[src/rtl/seg7_scan_disp.sv]
// Multi-digit 7-segment controller: latches a binary value, converts it to BCD (double dabble)
// or hex nibbles, commits the digits atomically, and time-multiplexes them onto one segment bus.
module seg7_scan_disp #(
    parameter int BIN_VAL_WIDTH = 14,
    parameter int DEC_DIGITS    = 4,
    parameter int REFRESH_DIV   = 1024,
    parameter bit ACTIVE_LOW    = 1'b1
) (
    input  logic                     clk,
    input  logic                     rst_n,
    input  logic [BIN_VAL_WIDTH-1:0] bin_val_i,
    input  logic                     req_i,
    input  logic                     hex_mode_i,
    input  logic                     blank_lz_i,
    output logic                     busy_o,
    output logic                     overflow_o,
    output logic [7:0]               segm_o,
    output logic [DEC_DIGITS-1:0]    digit_select_o
);
    localparam int DW   = 4 * DEC_DIGITS;
    localparam int PADW = (BIN_VAL_WIDTH > DW) ? BIN_VAL_WIDTH : DW;
    localparam int CW   = (REFRESH_DIV > 1) ? $clog2(REFRESH_DIV) : 1;
    localparam int IW   = $clog2(DEC_DIGITS);
    localparam int BW   = $clog2(BIN_VAL_WIDTH + 1);

    localparam logic [7:0]            SEG_OFF  = ACTIVE_LOW ? 8'hff : 8'h00;
    localparam logic [DEC_DIGITS-1:0] SEL_NONE = ACTIVE_LOW ? '1 : '0;
    localparam logic [7:0]            GL_DASH  = 8'hbf;
    localparam logic [7:0]            GL_BLANK = 8'hff;

    typedef enum logic [1:0] {S_IDLE, S_CONV, S_COMMIT} state_t;

    state_t                   state_q;
    logic                     busy_q, ovf_q, work_ovf_q, hex_q, blank_q, disp_blank_q;
    logic [BIN_VAL_WIDTH-1:0] bin_q;
    logic [BW-1:0]            bits_q;
    logic [DW-1:0]            work_q, buf_q;
    logic [CW-1:0]            cnt_q;
    logic [IW-1:0]            idx_q;
    logic [7:0]               segm_q;
    logic [DEC_DIGITS-1:0]    sel_q;

    // Active-low glyphs; polarity is applied separately.
    function automatic logic [7:0] glyph(input logic [3:0] d);
        case (d)
            4'h0: glyph = 8'hc0;  4'h1: glyph = 8'hf9;  4'h2: glyph = 8'ha4;  4'h3: glyph = 8'hb0;
            4'h4: glyph = 8'h99;  4'h5: glyph = 8'h92;  4'h6: glyph = 8'h82;  4'h7: glyph = 8'hf8;
            4'h8: glyph = 8'h80;  4'h9: glyph = 8'h90;  4'ha: glyph = 8'h88;  4'hb: glyph = 8'h83;
            4'hc: glyph = 8'hc6;  4'hd: glyph = 8'ha1;  4'he: glyph = 8'h86;  default: glyph = 8'h8e;
        endcase
    endfunction

    function automatic logic [7:0] polar(input logic [7:0] c);
        polar = ACTIVE_LOW ? c : ~c;
    endfunction

    logic [DW-1:0]   dabble_adj, dec_work_d, hex_work_d;
    logic [PADW-1:0] pad;
    logic            hex_ovf_d;

    always_comb begin
        dabble_adj = work_q;
        for (int i = 0; i < DEC_DIGITS; i++) begin
            if (work_q[4*i +: 4] > 4'd4) dabble_adj[4*i +: 4] = work_q[4*i +: 4] + 4'd3;
        end
        dec_work_d = {dabble_adj[DW-2:0], bin_q[BIN_VAL_WIDTH-1]};
        pad        = PADW'(bin_q);
        hex_work_d = pad[DW-1:0];
        hex_ovf_d  = 1'b0;
        for (int b = DW; b < BIN_VAL_WIDTH; b++) hex_ovf_d = hex_ovf_d | bin_q[b];
    end

    always_ff @(posedge clk or negedge rst_n) begin
        if (!rst_n) begin
            state_q      <= S_IDLE;
            busy_q       <= 1'b0;
            ovf_q        <= 1'b0;
            work_ovf_q   <= 1'b0;
            hex_q        <= 1'b0;
            blank_q      <= 1'b0;
            disp_blank_q <= 1'b0;
            bin_q        <= '0;
            bits_q       <= '0;
            work_q       <= '0;
            buf_q        <= '0;
        end else begin
            case (state_q)
                S_IDLE: begin
                    if (req_i) begin
                        bin_q      <= bin_val_i;
                        hex_q      <= hex_mode_i;
                        blank_q    <= blank_lz_i;
                        work_q     <= '0;
                        work_ovf_q <= 1'b0;
                        bits_q     <= BW'(BIN_VAL_WIDTH);
                        busy_q     <= 1'b1;
                        state_q    <= S_CONV;
                    end
                end
                S_CONV: begin
                    if (hex_q) begin
                        work_q     <= hex_work_d;
                        work_ovf_q <= hex_ovf_d;
                        state_q    <= S_COMMIT;
                    end else begin
                        // A set bit leaving the top digit means the value needs one more digit.
                        work_q     <= dec_work_d;
                        work_ovf_q <= work_ovf_q | dabble_adj[DW-1];
                        bin_q      <= bin_q << 1;
                        bits_q     <= bits_q - BW'(1);
                        if (bits_q == BW'(1)) state_q <= S_COMMIT;
                    end
                end
                S_COMMIT: begin
                    buf_q        <= work_q;
                    ovf_q        <= work_ovf_q;
                    disp_blank_q <= blank_q;
                    busy_q       <= 1'b0;
                    state_q      <= S_IDLE;
                end
                default: state_q <= S_IDLE;
            endcase
        end
    end

    logic [7:0]            segm_d;
    logic [DEC_DIGITS-1:0] sel_d, onehot;
    logic                  lz_blank;

    always_comb begin
        // A digit is a leading zero when it and every digit above it are zero.
        lz_blank = disp_blank_q && (idx_q != '0) && ((buf_q >> (4 * idx_q)) == '0);
        if (ovf_q)         segm_d = polar(GL_DASH);
        else if (lz_blank) segm_d = polar(GL_BLANK);
        else               segm_d = polar(glyph(buf_q[4*idx_q +: 4]));
        onehot = {{(DEC_DIGITS-1){1'b0}}, 1'b1} << idx_q;
        sel_d  = ACTIVE_LOW ? ~onehot : onehot;
    end

    always_ff @(posedge clk or negedge rst_n) begin
        if (!rst_n) begin
            cnt_q  <= '0;
            idx_q  <= '0;
            segm_q <= SEG_OFF;
            sel_q  <= SEL_NONE;
        end else begin
            if (cnt_q == CW'(REFRESH_DIV - 1)) begin
                cnt_q <= '0;
                idx_q <= (idx_q == IW'(DEC_DIGITS - 1)) ? '0 : idx_q + IW'(1);
            end else begin
                cnt_q <= cnt_q + CW'(1);
            end
            segm_q <= segm_d;
            sel_q  <= sel_d;
        end
    end

    assign busy_o         = busy_q;
    assign overflow_o     = ovf_q;
    assign segm_o         = segm_q;
    assign digit_select_o = sel_q;
endmodule

[config.mk]
export PLATFORM = sky130hd
export DESIGN_NAME = seg7_scan_disp
export DESIGN_NICKNAME = d
export VERILOG_FILES = /design/src/rtl/seg7_scan_disp.sv
export SDC_FILE = /design/constraint.sdc
export NUM_CORES = 1
export LEC_CHECK = 0
export BUFFER_PORTS_ARGS = -buffer_cell sky130_fd_sc_hd__buf_2
export CAP_MARGIN = 10
export CORE_UTILIZATION = 62
export CTS_BUF_LIST = sky130_fd_sc_hd__clkbuf_4
export CTS_CLUSTER_DIAMETER = 50
export DETAILED_ROUTE_END_ITERATION = 8
export PLACE_DENSITY = 0.82
export SYNTH_ARGS = -nofsm -noshare
export SYNTH_HDL_FRONTEND = slang
export SYNTH_SLANG_ARGS = --single-unit
[constraint.sdc]
create_clock -name clk -period 2.8 [get_ports clk]
set_input_delay 0.56 -clock clk [delete_from_list [all_inputs] [get_ports clk]]
set_output_delay 0.56 -clock clk [all_outputs]
set_load 0.01 [all_outputs]
# Yosys cells after proc, flatten, opt, wreduce, memory -nomap -nowiden
# Memory sizes are Yosys's and may differ from the RTL's.
# Cells that the tools add are included.
# Widths: inputs -> output; s select.
[classes] n_addsub=7 n_lt_le_gt_ge=4 eq_ne=8 n_shift=3 mux=26 bitwise=2 reduce_logical=12
[ops] operator="$mux 16" n=2
[ops] operator="$pmux 16 s2" n=1
[ops] operator="$mux 14" n=2
[ops] operator="$pmux 14 s2" n=1
[ops] operator="$mux 4" n=6
[ops] operator="$add 4x2->4 const B" n=4
[ops] operator="$gt 4x3->1 const B" n=4
[ops] operator="$logic_not 16->1" n=1
[ops] operator="$mux 8" n=2
[ops] operator="$shiftx 16x5->4" n=1
[ops] operator="$shr 16x4->16" n=1
[ops] operator="$add 10x1->10 const B" n=1
[ops] operator="$eq 10x10->1 const B" n=1
[ops] operator="$mux 10" n=1
[ops] operator="$mux 2" n=4
[ops] operator="$pmux 4 s2" n=1
[ops] operator="$reduce_and 2->1" n=4
[ops] operator="$reduce_bool 2->1" n=3
[ops] operator="$eq 2x2->1 const B" n=2
[ops] operator="$eq 4x1->1 const B" n=1
[ops] operator="$ne 2x2->1 const B" n=2
[ops] operator="$not 4->4" n=1
[ops] operator="$pmux 1 s2" n=2
[ops] operator="$pmux 2 s2" n=1
[ops] operator="other kinds (10)" n=13
[word_totals] ff_bits=82 romBits=112 wordCells=78 n_memories=1
[mem_list] name="(name not given)" words=16 word_bits=7 rd=1 rd_clocked_by_memory_dff=0 wr=0 line_no="45" rtl="case (d)"

# Logic depth before layout (Yosys ltp)
# Gate-level depths: netlist of run 1.
[logic_depth] depth_word=5 depth_mapped=7

# Worst setup path before layout of run 1
# OpenSTA, ideal clock, no wires.
[synth_path] path_kind="flip-flop to flip-flop" start="register idx_q[0]" end="register segm_q[6], in the netlist segm_o[6]" arrival_ns=2.279 required_time_ns=2.723 path_slack_ns=0.444 path_stages_with_launch=8 n_path_buf=1 synth_period_minus_slack_ns=2.356 cell_sequence="dfrtp_1 buf_6 mux4_2 inv_1 ha_1 nand4_1 or4_1 a31oi_1"
[synth_via] elab_chain_len=5 word_cells_on_any_way=9 cone_classes="shift: 2; mux: 2; reduce/logical: 4; memory: 1"
[synth_rtl] item="start: declaration" line_no="39" rtl="logic [IW-1:0] idx_q;"
[synth_rtl] item="start signal: assignment" line_no="149" rtl="idx_q <= (idx_q == IW'(DEC_DIGITS - 1)) ? '0 : idx_q + IW'(1);"
[synth_rtl] item="branches (longest 3 deep; another with $mem_v2 16x7)"
[synth_rtl] item="$mux 8 *" line_no="134" rtl="else if (lz_blank) segm_d = polar(GL_BLANK);"
[synth_rtl] item="$mux 8 *" line_no="133" rtl="if (ovf_q) segm_d = polar(GL_DASH);"
[synth_rtl] item="net segm_d[6]" line_no="126" rtl="logic [7:0] segm_d;"
[synth_rtl] item="end signal: assignment" line_no="153" rtl="segm_q <= segm_d;"
[synth_rtl] item="end: declaration" line_no="40" rtl="logic [7:0] segm_q;"
# Mark *: on every way through the listed nets, which the timed path passes.
# A chain may end at the register's enable or synchronous reset.

# Final worst setup path of run 1
# Ends and elaborated chain as after synthesis.

==> results.toml, run 1 <==
[run_status]
status = "finished, violations left"
violations = "DRC"

[clocking]
cts_max_level = 3
cts_buffers = 9
post_cts_buffers = 0
cts_root_buf = "clkbuf_4"
clockBufferDepth = 2
clkSlewWorstSetupHoldPaths_ps = 120
clock_latency_ps = 430
hold_buffers = 0
cts_resized = 0
cts.sinks = 81
tritoncts = "built"

[worst_setup_path]
crit_path_start_kind = "flip-flop"
cp-end-kind = "flip-flop"
crit_path_max_fanout = 6
critPathRequiredTime_ps = 3160
worstPathArrival_ps = 2730
critPathKind = "reg -> reg"

[routing]
wirelength_mm = 7.65
dr_total_vias = 3093
drtAntennaViolNets = 0
remaining_drc_errors = 10
firstDrtPassIters = 6
via_per_inst = 5.82
drt_iter0_drc = 167
wire_per_inst_um = 14.4

[hold_path]
hp-class = "in -> async"

[power_and_ir_drop]
pwr-share-comb = 0.408
seq_power_share = 0.427
peakVddDrop_mv = 0.588
p_switching_uw = 1770
p_total_uw = 4570
leakage_uw = 0.00209
swShare = 0.387
power_frac_clock = 0.166
p_int_uw = 2800
power_density_nw_per_um2 = 999

[synth]
syn-cell-area_sq_um = 4220
synth_edf_count = 0
synth-main-ff-cell = "dfrtp_1"
yosysUniqueCellTypes = 49
ys_ff_latch = 81
yosysWarnings = 0
yosysSeqAreaShare = 0.484
syn_avg_cell_area_sq_um = 9.95
syn-num-nets = 460
synthArstFlopShare = 1.00
synthCells = 424

[floorplanning]
core_sq_um = 6460
die_x_um = 84.5
die_area_sq_um = 7140
io_pins = 33
rows = 29
die_h_um = 84.5
initial_core_util = 0.653

[grt]
antenna_found_initial = 0
grt_start_max_net_pins = 82
grtUsageTotal = 0.247
grt_pass1_vias = 3087
grt_pass1_wl_mm = 13.9
gr-total-overflow = 0

[layout]
final_nets = 486
n_antenna_cell = 0
nFillCells = 488
drive_above_1_share = 0.203
syn2layout_area_growth_pct = 8.39

[sta]
fmax_mhz = 422
worst_pin_slew_ps = 1010
slew-limit-headroom = 0.329
setup_viol = 0
final-hold-violation-count = 0
finalSetupTns_ps = 0
period_share = 0.846
rsz0062_at_grt = "false"
holdWs_ps = 259
fin_crit_ps = 2370
finClkSkew_ps = 9.03
drv_slew = 0

[place]
gp_congestion = 0.853
portBuffers = 31
post-dp-hpwl_mm = 5.31

[job]
max-cap-violations = 0
==> per-layer routing <==
metal / track usage / vias to the layer above / share of wire
li1: - / 1542 / -
met1: 0.323 / 1479 / 0.47
met2: 0.405 / 57 / 0.48
met3: 0.0452 / 15 / 0.033
met4: 0.114 / 0 / 0.018
met5: 0 / - / 0
==> through the flow <==
stage	worst slack, ps	area, sq um	std cells	utilization
after global placement	569	4420	516	0.685
final	432	4570	531	0.708
after global routing	301	4570	531	0.708
after CTS	429	4570	531	0.708
after floorplan	444	4220	424	-
after detailed placement	462	4420	516	0.685
==> power groups by stage <==
stage | combinational [uW] | sequential (uW) | clock, uW
CTS | 1870 | 1950 | 774
global route | 2140 | 2010 | 811
detailed placement | 1860 | 1970 | 0
global placement | 1790 | 1960 | 0
finish | 1860 | 1950 | 756
floorplan | 1500 | 1860 | 0
==> logic make-up after synthesis <==
logic type,Yosys count,synth area share
buf+inv,43,0.0424
xor+xnor,12,0.0249
other cells,1,0.000889
compound gates,90,0.142
simple gates,153,0.171
fa+ha+maj,17,0.0504
flops,81,0.484
mux,27,0.0845
==> flip-flops by register name, summed over array words and instances, names as in the netlist <==
name and cells:
digit_select_o 4, cnt_q 10, buf_q 16, work_ovf_q 1, segm_o 7, busy_o 1, bits_q 4, idx_q 2
work_q 16, disp_blank_q 1, overflow_o 1, bin_q 14, blank_q 1, state_q 2, hex_q 1
==> worst max-delay path, cell delays in order (launching register included) <==
cell and delay, ps:
dfrtp_1 430, mux4_2 600, inv_1 160, ha_1 250, nand4_1 130, or4_1 570
a31oi_1 160
==> layout make-up <==
type | count | area, sq um | area share
Clock buffer | 11 | 82.6 | 0.0181
Clock inverter | 4 | 68.8 | 0.0150
Inverter | 20 | 75.1 | 0.0164
Multi-Input combinational cell | 300 | 2000 | 0.437
Sequential cell | 81 | 2040 | 0.446
Tap cell | 77 | 96.3 | 0.0211
Timing Repair Buffer | 38 | 210 | 0.0460
==> Yosys cell counts (11+ instances only) <==
library cell | instances | share of area
nor2_1 | 25 | 0.022
inv_1 | 20 | 0.018
dfrtp_1 | 70 | 0.42
nor3_1 | 16 | 0.019
a31oi_1 | 13 | 0.019
a22o_1 | 12 | 0.025
nand2_1 | 69 | 0.061
mux2_2 | 19 | 0.051
o21ai_0 | 25 | 0.030
ha_1 | 17 | 0.050
clkbuf_1 | 15 | 0.013
dfstp_2 | 11 | 0.069
==> placed cells by master (no fill, tap or decap), types with 2 or more instances in the layout <==
cell and n:
a21o_1 2, buf_2 30, or3b_2 2, mux2_2 19, dfrtp_1 70, o31ai_1 10
a211oi_1 3, xnor2_1 9, o21ai_0 25, a31oi_1 13, xor2_1 3, dfstp_2 11
o21bai_1 2, a211o_1 2, clkbuf_4 11, nand3_1 8, nor4_1 4, a21oi_1 8
nand2b_1 3, nor3b_1 6, o21a_1 7, nor2b_1 9, and3_1 2, nor3_1 16
ha_1 17, a22o_1 12, mux4_2 5, inv_1 20, mux2i_1 3, and4_1 2
nor2_1 25, buf_4 8, nand2_1 69, bufinv_16 2
==> worst paths after layout <==
kind | start | endpoint | slack [ps] | cells after the start
worst max-delay path | idx_q[0]$_DFFE_PN0N_ | segm_o[6]$_DFF_PN1_ | 430 | 6
worst min-delay path | rst_n | cnt_q[4]$_DFF_PN0_ | 260 | 1
worst max register to register | idx_q[0]$_DFFE_PN0N_ | segm_o[6]$_DFF_PN1_ | 430 | 6
worst min register to register | busy_o$_DFFE_PN0P_ | busy_o$_DFFE_PN0P_ | 480 | 2
max in group asynchronous | rst_n | buf_q[6]$_DFFE_PN0P_ | 1920 | 1
min in group clk | blank_lz_i | blank_q$_DFFE_PN0P_ | 330 | 3
No activity file was read; power rests on OpenSTA's default activity.
==> run 2, diff against run 1 <==
clock period = 2.4 ns   (was 2.8 ns; I/O delays follow)
==> run 2 against run 1 <==
Effect of this change:
- largest cell class unchanged
- final cell count increased by 1.5%
- critical path depth unchanged
- power increased by 19%
- sequential power increased by 17%
- the run still ends with DRC left
- non-clock buffer count increased by 8
- design area increased by 1.8%
==> results.toml, run 2 (same netlist as run 1, synthesis figures left out) <==
[floorplanning]
io_pins = 33
die_x_um = 84.5
die_area_sq_um = 7140
die_h_um = 84.5
initial_core_util = 0.653
rows = 29
core_sq_um = 6460

[grt]
grt_pass1_vias = 3090
grtUsageTotal = 0.253
gr-total-overflow = 0
grt_start_max_net_pins = 32
grt_pass1_wl_mm = 14.2
antenna_found_initial = 0

[routing]
via_per_inst = 5.79
firstDrtPassIters = 9
remaining_drc_errors = 11
drt_iter0_drc = 132
wirelength_mm = 8.19
wire_per_inst_um = 15.2
dr_total_vias = 3121
drtAntennaViolNets = 0

[worst_setup_path]
cp-end-kind = "flip-flop"
critPathKind = "reg -> reg"
crit_path_start_kind = "flip-flop"
rrSetupSlack_ps = 120
critPathRequiredTime_ps = 2740
r2r_cells = 6
r2r_start = "idx_q[0]$_DFFE_PN0N_"
startpoint = "idx_q[0]$_DFFE_PN0N_"
cp-endpoint = "segm_o[6]$_DFF_PN1_"
crit_path_max_fanout = 4
reg2reg_to = "segm_o[6]$_DFF_PN1_"
worstPathArrival_ps = 2620

[clocking]
cts_root_buf = "clkbuf_4"
clock_latency_ps = 420
cts.sinks = 81
clkSlewWorstSetupHoldPaths_ps = 120
clockBufferDepth = 2
cts_buffers = 9
tritoncts = "built"
cts_max_level = 3

[sta]
finalSetupTns_ps = 0
fin_crit_ps = 2280
finClkSkew_ps = 12.4
worst_pin_slew_ps = 900
setup_viol = 0
period_share = 0.949
holdWs_ps = 240
slew-limit-headroom = 0.400
rsz0062_at_grt = "false"
drv_slew = 0
fmax_mhz = 439
final-hold-violation-count = 0

[power_and_ir_drop]
peakVddDrop_mv = 0.694
leakage_uw = 0.00213
power_frac_clock = 0.162
p_int_uw = 3310
seq_power_share = 0.421
pwr-share-comb = 0.417
p_switching_uw = 2120
swShare = 0.391
power_density_nw_per_um2 = 1170
p_total_uw = 5430

[place]
placed_area_sq_um = 4460
post-place-cells = 519
gp_congestion = 0.847
post-dp-hpwl_mm = 5.68
portBuffers = 31

[job]
max-cap-violations = 0

[run_status]
status = "finished, violations left"
violations = "DRC"

[hold_path]
hp-class = "in -> reg"

[layout]
fin_cells = 539
design_area_sq_um = 4660
final-seq-area_sq_um = 2040
n_antenna_cell = 0
layout_common_cells = "69 x nand2_1, 69 x dfrtp_1, 30 x buf_2"
nFillCells = 480
drive_above_1_share = 0.221
syn2layout_area_growth_pct = 10.4
multi_input_area_sq_um = 2010
final_nets = 494
reg_top3 = "buf_q x16, work_q x16, bin_q x14"
## run 2: changes by cell type in the layout (fill, tap and decap cells not counted), sizes merged
| cell | previous run | this run |
|---|---|---|
| buf | 38 | 45 |
| dlygate4sd3 | 0 | 1 |
## run 2: timing repair
action                                  4_1_cts  5_1_grt
endpoints found under the setup margin        1        7
endpoints found under the hold margin        18        0
setup buffers                                 2        2
hold buffers                                  1        0
gates resized for setup                       0        3
## run 2: layout make-up
type,instances,share of cell area
repair buffers,46,0.0613
inverters,20,0.0161
well taps,77,0.0207
clock buffers,11,0.0177
multi-input cells,300,0.431
clock inverters,4,0.0148
flip-flops and latches,81,0.439
## run 2: how the worst min path moves through the flow
| stage | start | slack, ps | to | cells past startpoint |
|---|---|---|---|---|
| detailed placement | rst_n | 440 | cnt_q[4]$_DFF_PN0_ | 1 |
| finish | blank_lz_i | 240 | blank_q$_DFFE_PN0P_ | 3 |
| CTS | blank_lz_i | 220 | blank_q$_DFFE_PN0P_ | 3 |
| global placement | rst_n | 430 | cnt_q[6]$_DFF_PN0_ | 1 |
| global route | hex_mode_i | 250 | hex_q$_DFFE_PN0P_ | 3 |
| floorplan | rst_n | 180 | bin_q[0]$_DFFE_PN0P_ | 0 |
## run 2: power groups by stage
stage / logic, uW / clock network [uW] / registers, uW
global placement: 2110 / 0 / 2270
CTS: 2230 / 893 / 2280
floorplan: 1750 / 0 / 2170
global route: 2550 / 941 / 2350
detailed placement: 2200 / 0 / 2310
finish: 2260 / 878 / 2280
## run 2: per-stage QoR
step / worst slack (ps) / util
final: 123 / 0.721
after CTS: 27.6 / 0.717
after global placement: 172 / 0.690
after global routing: 39.6 / 0.721
after floorplan: 43.7 / -
after detailed placement: 17.5 / 0.690
## run 2: worst max-delay path, cell delays in order (launching register included)
cell and delay (ps):
dfrtp_2 420, mux4_2 560, inv_1 130, ha_2 220, nand4_1 140, or4_4 560, a31oi_1 170
## run 2: layer usage
metal	track usage	wire [um]	vias to the layer above
met1	0.330	3790	1488
li1	-	-	1549
met2	0.418	3950	70
met4	0.105	158	0
met5	0	0	-
met3	0.0521	288	14
==> run 3, diff against run 2 <==
BUFFER_PORTS_ARGS = -buffer_cell sky130_fd_sc_hd__clkbuf_2   (was -buffer_cell sky130_fd_sc_hd__buf_2)
==> run 3 against run 2 <==
Effect of this change:
- the run still ends with DRC left
- final cell count stayed put
- combinational power hardly changed
- global-route usage is 1.0 points lower
==> results.toml, run 3 (same netlist as run 1, synthesis figures left out) <==
[floorplanning]
rows = 29
initial_core_util = 0.653
die_x_um = 84.5
die_h_um = 84.5
io_pins = 33
core_sq_um = 6460
die_area_sq_um = 7140

[grt]
gr-total-overflow = 0
antenna_found_initial = 0
grt_start_max_net_pins = 58
grtUsageTotal = 0.243
grt_pass1_wl_mm = 13.6
grt_pass1_vias = 2954

[place]
portBuffers = 31
dp_slack_ps = 62.3
post-dp-hpwl_mm = 5.53
gp_congestion = 0.856
post-place-cells = 518

[sta]
fin_crit_ps = 2280
fmax_mhz = 439
setup_viol = 0
slew-limit-headroom = 0.397
final-hold-violation-count = 0
drv_slew = 0
finClkSkew_ps = 13.9
period_share = 0.949
setup_ws_ps = 123
worst_pin_slew_ps = 905

[layout]
final-seq-area_sq_um = 2040
layout_common_cells = "70 x dfrtp_1, 69 x nand2_1, 30 x clkbuf_2"
reg_top3 = "buf_q x16, work_q x16, bin_q x14"
n_antenna_cell = 0
nFillCells = 496
final_nets = 494
fin_cells = 539
layout_commonest_cell = "dfrtp_1"
multi_input_area_sq_um = 2000
drive_above_1_share = 0.219
syn2layout_area_growth_pct = 10.2

[worst_setup_path]
cp_slowest_cell = "mux4_2"
crit_path_start_kind = "flip-flop"
critPathBufInv = 1
worstPathArrival_ps = 2630
path_cells = "mux4_2 -> inv_1 -> ha_2 -> nand4_1 -> or4_1 -> a31oi_1"
cp-end-kind = "flip-flop"
cp_top_family = "simple AND/OR/NAND/NOR gates"
slowest_delay_ps = 570
critPathKind = "reg -> reg"
critPathRequiredTime_ps = 2760
crit_path_max_fanout = 4

[clocking]
tritoncts = "built"
clkSlewWorstSetupHoldPaths_ps = 130
cts_root_buf = "clkbuf_4"
clock_latency_ps = 430
cts_buffers = 9
cts_max_level = 3
cts.sinks = 81
clockBufferDepth = 2

[routing]
via_per_inst = 5.89
drt_iter0_drc = 128
wirelength_mm = 7.92
dr_total_vias = 3173
firstDrtPassIters = 7
drtAntennaViolNets = 0
wire_per_inst_um = 14.7
remaining_drc_errors = 11

[power_and_ir_drop]
power_density_nw_per_um2 = 1160
leakage_uw = 0.00213
p_total_uw = 5390
peakVddDrop_mv = 0.790

[hold_path]
hp-class = "in -> reg"

[run_status]
status = "finished, violations left"
violations = "DRC"

[job]
max-cap-violations = 0
[run 3: changes by cell type in the layout (fill, tap and decap cells not counted), sizes merged]
cell	before	now
buf	45	15
clkinvlp	0	2
clkbuf	11	39
[run 3: repair_timing]
| action | in CTS | in global routing |
|---|---|---|
| hold buffers | 1 | 0 |
| endpoints found under the setup margin | 0 | 7 |
| hold endpoints to repair | 13 | 0 |
| gates resized for setup | 0 | 2 |
| setup buffers | 0 | 5 |
[run 3: through the flow]
stage / setup TNS (ps) / cell area [sq um] / utilization / hold slack (ps)
finish: 0 / 4650 / 0.720 / 236
global route: -2.04 / 4650 / 0.720 / 238
CTS: 0 / 4610 / 0.714 / 212
detailed placement: 0 / 4450 / 0.689 / 398
global placement: 0 / 4450 / 0.689 / 397
floorplan: 0 / 4220 / - / 184
[run 3: power breakdown]
| part | internal (uW) | switching, uW | total [uW] |
|---|---|---|---|
| Combinational | 1040 | 1210 | 2250 |
| Sequential | 1840 | 439 | 2280 |
| Clock | 411 | 454 | 866 |
| Total | 3290 | 2100 | 5390 |
[run 3: worst min-delay path, delay by kind of cell]
family | cells | cell delay [ps]
buf+inv | 1 | 80
simple gates | 2 | 90
[run 3: final timing paths]
path	from	to	slack (ps)	cells past startpoint
worst max-delay path	idx_q[0]$_DFFE_PN0N_	segm_o[6]$_DFF_PN1_	120	6
worst min-delay path	blank_lz_i	blank_q$_DFFE_PN0P_	240	3
worst max register to register	idx_q[0]$_DFFE_PN0N_	segm_o[6]$_DFF_PN1_	120	6
worst min register to register	blank_q$_DFFE_PN0P_	blank_q$_DFFE_PN0P_	490	2
max in group asynchronous	rst_n	buf_q[5]$_DFFE_PN0P_	1320	3
min in group asynchronous	rst_n	cnt_q[2]$_DFF_PN0_	480	2
[run 3: cell type report]
cell class	instances	share of cell area
multi-input cells	300	0.430
inverters	20	0.0161
flip-flops and latches	81	0.439
clock inverters	6	0.0180
well taps	77	0.0207
clock buffers	9	0.0145
repair buffers	46	0.0613
[run 3: routing by layer]
| layer | vias up | track usage | routed length [um] |
|---|---|---|---|
| met5 | - | 0 | 0 |
| met4 | 0 | 0.103 | 145 |
| met3 | 11 | 0.0492 | 306 |
| met2 | 69 | 0.395 | 3850 |
| met1 | 1530 | 0.321 | 3620 |
| li1 | 1563 | - | - |
